==> src/rtl/wptr_full_if.sv <==
// wptr_full_if
//   Bundles the write-side FIFO pointer signals between the write-domain
//   logic (master: issues writes, supplies the synchronised read pointer)
//   and the write pointer / full-flag handler (slave).
//   Signals:
//     winc         write request
//     wq2_rptr     Gray read pointer already synchronised into wclk
//     wovf_clr     clears the sticky overflow flag
//     waddr        memory write address
//     wen          memory write enable
//     wptr         Gray write pointer, registered
//     wfull        FIFO full, registered
//     walmost_full fill level >= threshold, registered
//     wlevel       write-side fill estimate, registered
//     woverflow    sticky: write attempted while full
interface wptr_full_if #(
  parameter int ADDR_SIZE = 4
);
  logic                 winc;
  logic [ADDR_SIZE:0]   wq2_rptr;
  logic                 wovf_clr;
  logic [ADDR_SIZE-1:0] waddr;
  logic                 wen;
  logic [ADDR_SIZE:0]   wptr;
  logic                 wfull;
  logic                 walmost_full;
  logic [ADDR_SIZE:0]   wlevel;
  logic                 woverflow;

  modport master (
    output winc, wq2_rptr, wovf_clr,
    input  waddr, wen, wptr, wfull, walmost_full, wlevel, woverflow
  );

  modport slave (
    input  winc, wq2_rptr, wovf_clr,
    output waddr, wen, wptr, wfull, walmost_full, wlevel, woverflow
  );
endinterface

==> src/rtl/wptr_full.sv <==
// wptr_full
//   Write-clock-domain pointer and full-flag handler of an asynchronous FIFO.
//   Keeps a binary write counter, exports it as a Gray pointer, compares it
//   with the synchronised read pointer and produces registered full,
//   almost-full, fill level and sticky overflow status.
//   Ports:
//     wclk    write clock
//     wrst_n  asynchronous active-low reset
//     bus     wptr_full_if.slave (winc, wq2_rptr, wovf_clr in;
//             waddr, wen, wptr, wfull, walmost_full, wlevel, woverflow out)
module wptr_full #(
  parameter int ADDR_SIZE    = 4,
  parameter int AFULL_THRESH = 12
) (
  input  logic          wclk,
  input  logic          wrst_n,
  wptr_full_if.slave    bus
);

  localparam logic [ADDR_SIZE:0] LP_AFULL = (ADDR_SIZE+1)'(AFULL_THRESH);

  logic [ADDR_SIZE:0] r_wbin;
  logic [ADDR_SIZE:0] r_wptr;
  logic [ADDR_SIZE:0] r_wlevel;
  logic               r_wfull;
  logic               r_walmost_full;
  logic               r_woverflow;

  logic               w_winc_ok;
  logic               w_ovf_set;
  logic [ADDR_SIZE:0] w_wbin_next;
  logic [ADDR_SIZE:0] w_wgray_next;
  logic [ADDR_SIZE:0] w_rbin;
  logic [ADDR_SIZE:0] w_level_next;
  logic               w_full_val;

  assign w_winc_ok    = bus.winc & ~r_wfull;
  assign w_ovf_set    = bus.winc & r_wfull;
  assign w_wbin_next  = r_wbin + {{ADDR_SIZE{1'b0}}, w_winc_ok};
  assign w_wgray_next = (w_wbin_next >> 1) ^ w_wbin_next;

  // Full when the next write pointer is one lap ahead of the read pointer:
  // in Gray code that is the top two bits inverted, the rest equal.
  assign w_full_val = (w_wgray_next ==
                       {~bus.wq2_rptr[ADDR_SIZE:ADDR_SIZE-1],
                         bus.wq2_rptr[ADDR_SIZE-2:0]});

  // Gray to binary: each binary bit is the XOR of all Gray bits at or above it.
  always_comb begin
    w_rbin = '0;
    for (int i = 0; i <= ADDR_SIZE; i++) begin
      w_rbin[i] = ^(bus.wq2_rptr >> i);
    end
  end

  // Uses the lagging read pointer, so the level can only be overestimated.
  assign w_level_next = w_wbin_next - w_rbin;

  always_ff @(posedge wclk or negedge wrst_n) begin
    if (!wrst_n) begin
      r_wbin         <= '0;
      r_wptr         <= '0;
      r_wlevel       <= '0;
      r_wfull        <= 1'b0;
      r_walmost_full <= 1'b0;
      r_woverflow    <= 1'b0;
    end else begin
      r_wbin         <= w_wbin_next;
      r_wptr         <= w_wgray_next;
      r_wlevel       <= w_level_next;
      r_wfull        <= w_full_val;
      r_walmost_full <= (w_level_next >= LP_AFULL);
      // Set has priority over clear.
      r_woverflow    <= w_ovf_set | (r_woverflow & ~bus.wovf_clr);
    end
  end

  assign bus.waddr        = r_wbin[ADDR_SIZE-1:0];
  assign bus.wen          = w_winc_ok;
  assign bus.wptr         = r_wptr;
  assign bus.wfull        = r_wfull;
  assign bus.walmost_full = r_walmost_full;
  assign bus.wlevel       = r_wlevel;
  assign bus.woverflow    = r_woverflow;

endmodule

==> src/flat_wrapper.sv <==
// flat-port wrapper written by rule: the top's interface ports become plain ports
module wptr_full_flat 
#(
  parameter int ADDR_SIZE    = 4,
  parameter int AFULL_THRESH = 12
)
  (wclk, wrst_n, bus_winc, bus_wq2_rptr, bus_wovf_clr, bus_waddr, bus_wen, bus_wptr, bus_wfull, bus_walmost_full, bus_wlevel, bus_woverflow);
  wptr_full_if #(.ADDR_SIZE(ADDR_SIZE)) bus_i ();
  input  logic wclk;
  input  logic wrst_n;
  input wire logic [$bits(bus_i.winc)-1:0] bus_winc;
  input wire logic [$bits(bus_i.wq2_rptr)-1:0] bus_wq2_rptr;
  input wire logic [$bits(bus_i.wovf_clr)-1:0] bus_wovf_clr;
  output wire logic [$bits(bus_i.waddr)-1:0] bus_waddr;
  output wire logic [$bits(bus_i.wen)-1:0] bus_wen;
  output wire logic [$bits(bus_i.wptr)-1:0] bus_wptr;
  output wire logic [$bits(bus_i.wfull)-1:0] bus_wfull;
  output wire logic [$bits(bus_i.walmost_full)-1:0] bus_walmost_full;
  output wire logic [$bits(bus_i.wlevel)-1:0] bus_wlevel;
  output wire logic [$bits(bus_i.woverflow)-1:0] bus_woverflow;
  assign bus_i.winc = bus_winc;
  assign bus_i.wq2_rptr = bus_wq2_rptr;
  assign bus_i.wovf_clr = bus_wovf_clr;
  assign bus_waddr = bus_i.waddr;
  assign bus_wen = bus_i.wen;
  assign bus_wptr = bus_i.wptr;
  assign bus_wfull = bus_i.wfull;
  assign bus_walmost_full = bus_i.walmost_full;
  assign bus_wlevel = bus_i.wlevel;
  assign bus_woverflow = bus_i.woverflow;
  wptr_full #(.ADDR_SIZE(ADDR_SIZE), .AFULL_THRESH(AFULL_THRESH)) u_core (.wclk(wclk), .wrst_n(wrst_n), .bus(bus_i));
endmodule
==> config.mk <==
export PLATFORM = sky130hd
export DESIGN_NAME = wptr_full_flat
export DESIGN_NICKNAME = d
export VERILOG_FILES = /design/src/rtl/wptr_full_if.sv /design/src/rtl/wptr_full.sv /design/src/flat_wrapper.sv
export SDC_FILE = /design/constraint.sdc
export NUM_CORES = 1
export LEC_CHECK = 0
export ABC_CLOCK_PERIOD_IN_PS = 2800
export BUFFER_PORTS_ARGS = -buffer_cell sky130_fd_sc_hd__buf_2
export CAP_MARGIN = 10
export CORE_ASPECT_RATIO = 1.4
export CORE_UTILIZATION = 45
export CTS_CLUSTER_SIZE = 24
export DETAILED_ROUTE_END_ITERATION = 7
export GPL_TIMING_DRIVEN = 0
export PLACE_DENSITY_LB_ADDON = 0.12
export SYNTH_ARGS = -nofsm -noshare
export SYNTH_HDL_FRONTEND = slang
export SYNTH_SLANG_ARGS = --single-unit
==> constraint.sdc <==
create_clock -name wclk -period 2.8 [get_ports wclk]
set_input_delay 0.14 -clock wclk [delete_from_list [all_inputs] [get_ports wclk]]
set_output_delay 0.14 -clock wclk [all_outputs]
set_load 0.05 [all_outputs]
==> impl_metrics.yaml <==
synthesis:
  syn_area_per_cell_um2: 11.91
  syn-num-nets: 92
  synth-seq-cells: 17
  synth_seq_area_share: 0.4638
  syn_area_um2: 917.1
  ys.warnings.count: 0
  synth_cell_types: 26
  syn_inst: 77
layout:
  seq_area_um2: 426.7
  drive_gt1_frac: 0.3426
  fin_nets: 124
  antennaDiodeCount: 0
  synthToLayoutAreaGrowth_pct: 22.10
  layoutNonFillerInstCount: 129
  multiInputGateArea_um2: 465.4
  fill_cells: 186
worst_setup_path:
  r2r_slack_ns: 0.31
  critPathBufInv: 1
  crit_arrival_ns: 2.72
  r2r_cells: 9
  r2r-end: "u_core.bus.walmost_full"
  path_max_fanout: 8
  crit_path_top_delay_cell: "or4b_1"
  critical_path_class: "reg2reg"
  required_ns: 3.03
  crit_path_end_kind: "flip-flop"
  path_cells: "nor2b_4 > ha_1 > ha_1 > xnor2_2 > inv_1 > ha_1 > or4b_1 > o311ai_1 > a21o_1"
  max_stage_delay_ns: 0.45
  worstReg2RegStart: "u_core.bus.wfull"
  cp_top_family: "adder cells"
  crit_path_start_kind: "flip-flop"
  crit_top_cell: "ha_1"
placement:
  portBuffers: 26
  dp.cells: 124
  place.gp.congestion: 0.7242
  hpwl_mm: 1.309
global_route:
  grt_pass1_vias: 639
  antenna_found_initial: 0
  grt_pass1_wl_mm: 2.718
  grt_max_degree: 18
  gr-total-overflow: 0
  grt_usage: 0.1783
sta:
  holdWs_ns: 0.02099
  rsz0062_at_grt: "no"
  finalCriticalPeriod_ns: 2.489
  setup_violations: 0
  tightest_slew_ns: 0.4301
  tns_ns: 0
  hold_viol: 0
  post-route-period-util: 0.8889
  relSlewSlack: 0.7059
  fmax_mhz: 401.8
  final-max-slew-violation-count: 0
  finClkSkew_ns: 0.002508
min_path:
  holdPathStages: 2
  hp-class: "in2reg"
  hold_start: "bus_wovf_clr"
  hold_end: "u_core.bus.woverflow"
detailed_routing:
  drtAntennaViolNets: 0
  firstDrtPassIters: 1
  avgRoutedWirePerCell_um: 12.68
  vias_per_cell: 5.008
  vias: 646
  drt-initial-drc-count: 0
  drcViolationCount: 0
  totalWireLength_mm: 1.636
status:
  status: "finished clean"
die:
  start_util: 0.4705
  die_y_um: 55.42
  die-area_um2: 2225
  core_area_um2: 1949
  ios: 27
  die_w_um: 40.16
  rows: 19
clock_tree:
  post-cts-setup-buffers: 0
  clock_path_buffers: 2
  cts-root-buf: "clkbuf_4"
  clkTransAtPathRegs_ns: 0.10
  cts_resized: 0
  holdBufCountCts: 1
  cts-buffers-inserted: 3
  worstSkewPairLatency_ns: 0.28
  htree_levels: 1
  cts_tree: "done"
  clock_sinks: 17
job:
  drv_cap: 0
[stage by stage]
step	util	instance area, µm²	worst slack [ns]
floorplan	-	925.9	0.1038
global placement	0.5552	1082	0.3069
detailed placement	0.5552	1082	0.2930
CTS	0.5745	1120	0.2864
global route	0.5745	1120	0.1279
finish	0.5745	1120	0.3110
[synthesized netlist by cell type, drive strengths merged]
cell type,number,area [µm²]
dfrtp,17,425.4
xnor2,16,173.9
inv,8,30.03
xor2,7,61.31
ha,6,75.07
a21oi,3,15.01
nand3,3,15.01
o21ai,2,10.01
o311ai,2,17.52
a2111oi,1,8.760
a211oi,1,7.510
a21o,1,7.510
clkbuf,1,3.750
maj3,1,11.26
nand2,1,3.750
nor2,1,3.750
nor2b,1,6.260
nor4bb,1,10.01
o211ai,1,7.510
o21bai,1,7.510
or3,1,6.260
or4b,1,10.01
[metal layers]
layer,track usage,wire length (µm)
met3,0.01205,61
met1,0.2285,670
met5,0,0
met2,0.2857,880
met4,0.08867,23
[layout by cell type (no fill, tap or decap)]
master / synthesis / final
a2111oi_0: 1 / 1
a211oi_1: 1 / 1
a21o_1: 1 / 1
a21oi_1: 3 / 3
buf_2: 0 / 26
clkbuf_1: 1 / 1
clkbuf_4: 0 / 3
clkinv_2: 0 / 1
dfrtp_1: 17 / 16
dfrtp_2: 0 / 1
dlygate4sd3_1: 0 / 1
ha_1: 6 / 6
inv_1: 7 / 7
inv_2: 1 / 1
maj3_2: 1 / 1
nand2_1: 1 / 1
nand3_1: 3 / 3
nor2_1: 1 / 1
nor2b_4: 0 / 1
nor4bb_1: 1 / 1
o211ai_1: 1 / 1
o21ai_0: 2 / 2
o21bai_1: 1 / 1
o311ai_0: 1 / 1
o311ai_1: 1 / 1
or3_1: 1 / 1
or4b_1: 1 / 1
xnor2_1: 13 / 13
xnor2_2: 2 / 2
xnor2_4: 1 / 1
xor2_1: 7 / 7
[worst max-delay path by stage]
stage / start / end / slack [ns] / cells past startpoint
floorplan: u_core.bus.wfull / u_core.bus.walmost_full / 0.10 / 9
detailed placement: bus_wq2_rptr[4] / u_core.bus.walmost_full / 0.29 / 11
global route: u_core.bus.wfull / u_core.bus.walmost_full / 0.13 / 10
CTS: u_core.bus.wfull / u_core.bus.walmost_full / 0.29 / 9
finish: u_core.bus.wfull / u_core.bus.walmost_full / 0.31 / 9
global placement: bus_wq2_rptr[4] / u_core.bus.walmost_full / 0.31 / 11
[final cells by class]
type / instances / share of cell area
buffer: 1 / 0.003352
clock buffer: 3 / 0.02011
clock inverter: 1 / 0.004469
inverter: 8 / 0.02682
multi-input combinational: 51 / 0.4156
sequential: 17 / 0.3810
tap: 21 / 0.02346
timing repair buffer: 27 / 0.1251
[state kept, by name (all words and copies together), names as in the netlist]
signal and cells:
u_core.bus.woverflow 1, u_core.bus.wlevel 5, u_core.bus.wfull 1, u_core.bus.walmost_full 1, u_core.r_wbin 5, u_core.bus.wptr 4
[worst reg2reg max path, delay by kind of cell, from the launching register on]
kind	cells	cell delay, ns
compound gates	2	0.25
xor+xnor	1	0.33
fa+ha+maj	3	0.84
buf+inv	1	0.11
flops	1	0.40
simple gates	2	0.50
[cells by family after synthesis]
| logic type | share of synthesized area |
|---|---|
| AO/OA/AOI/OAI | 0.08869 |
| XOR/XNOR | 0.2565 |
| adder cells (fa/ha/maj) | 0.09413 |
| buffers and inverters | 0.03683 |
| flip-flops | 0.4638 |
| AND/OR/NAND/NOR | 0.06002 |
Power is left out: the tool's default activity adds up to more than one toggle a clock period on the data nets, which glitch-free logic cannot reach.
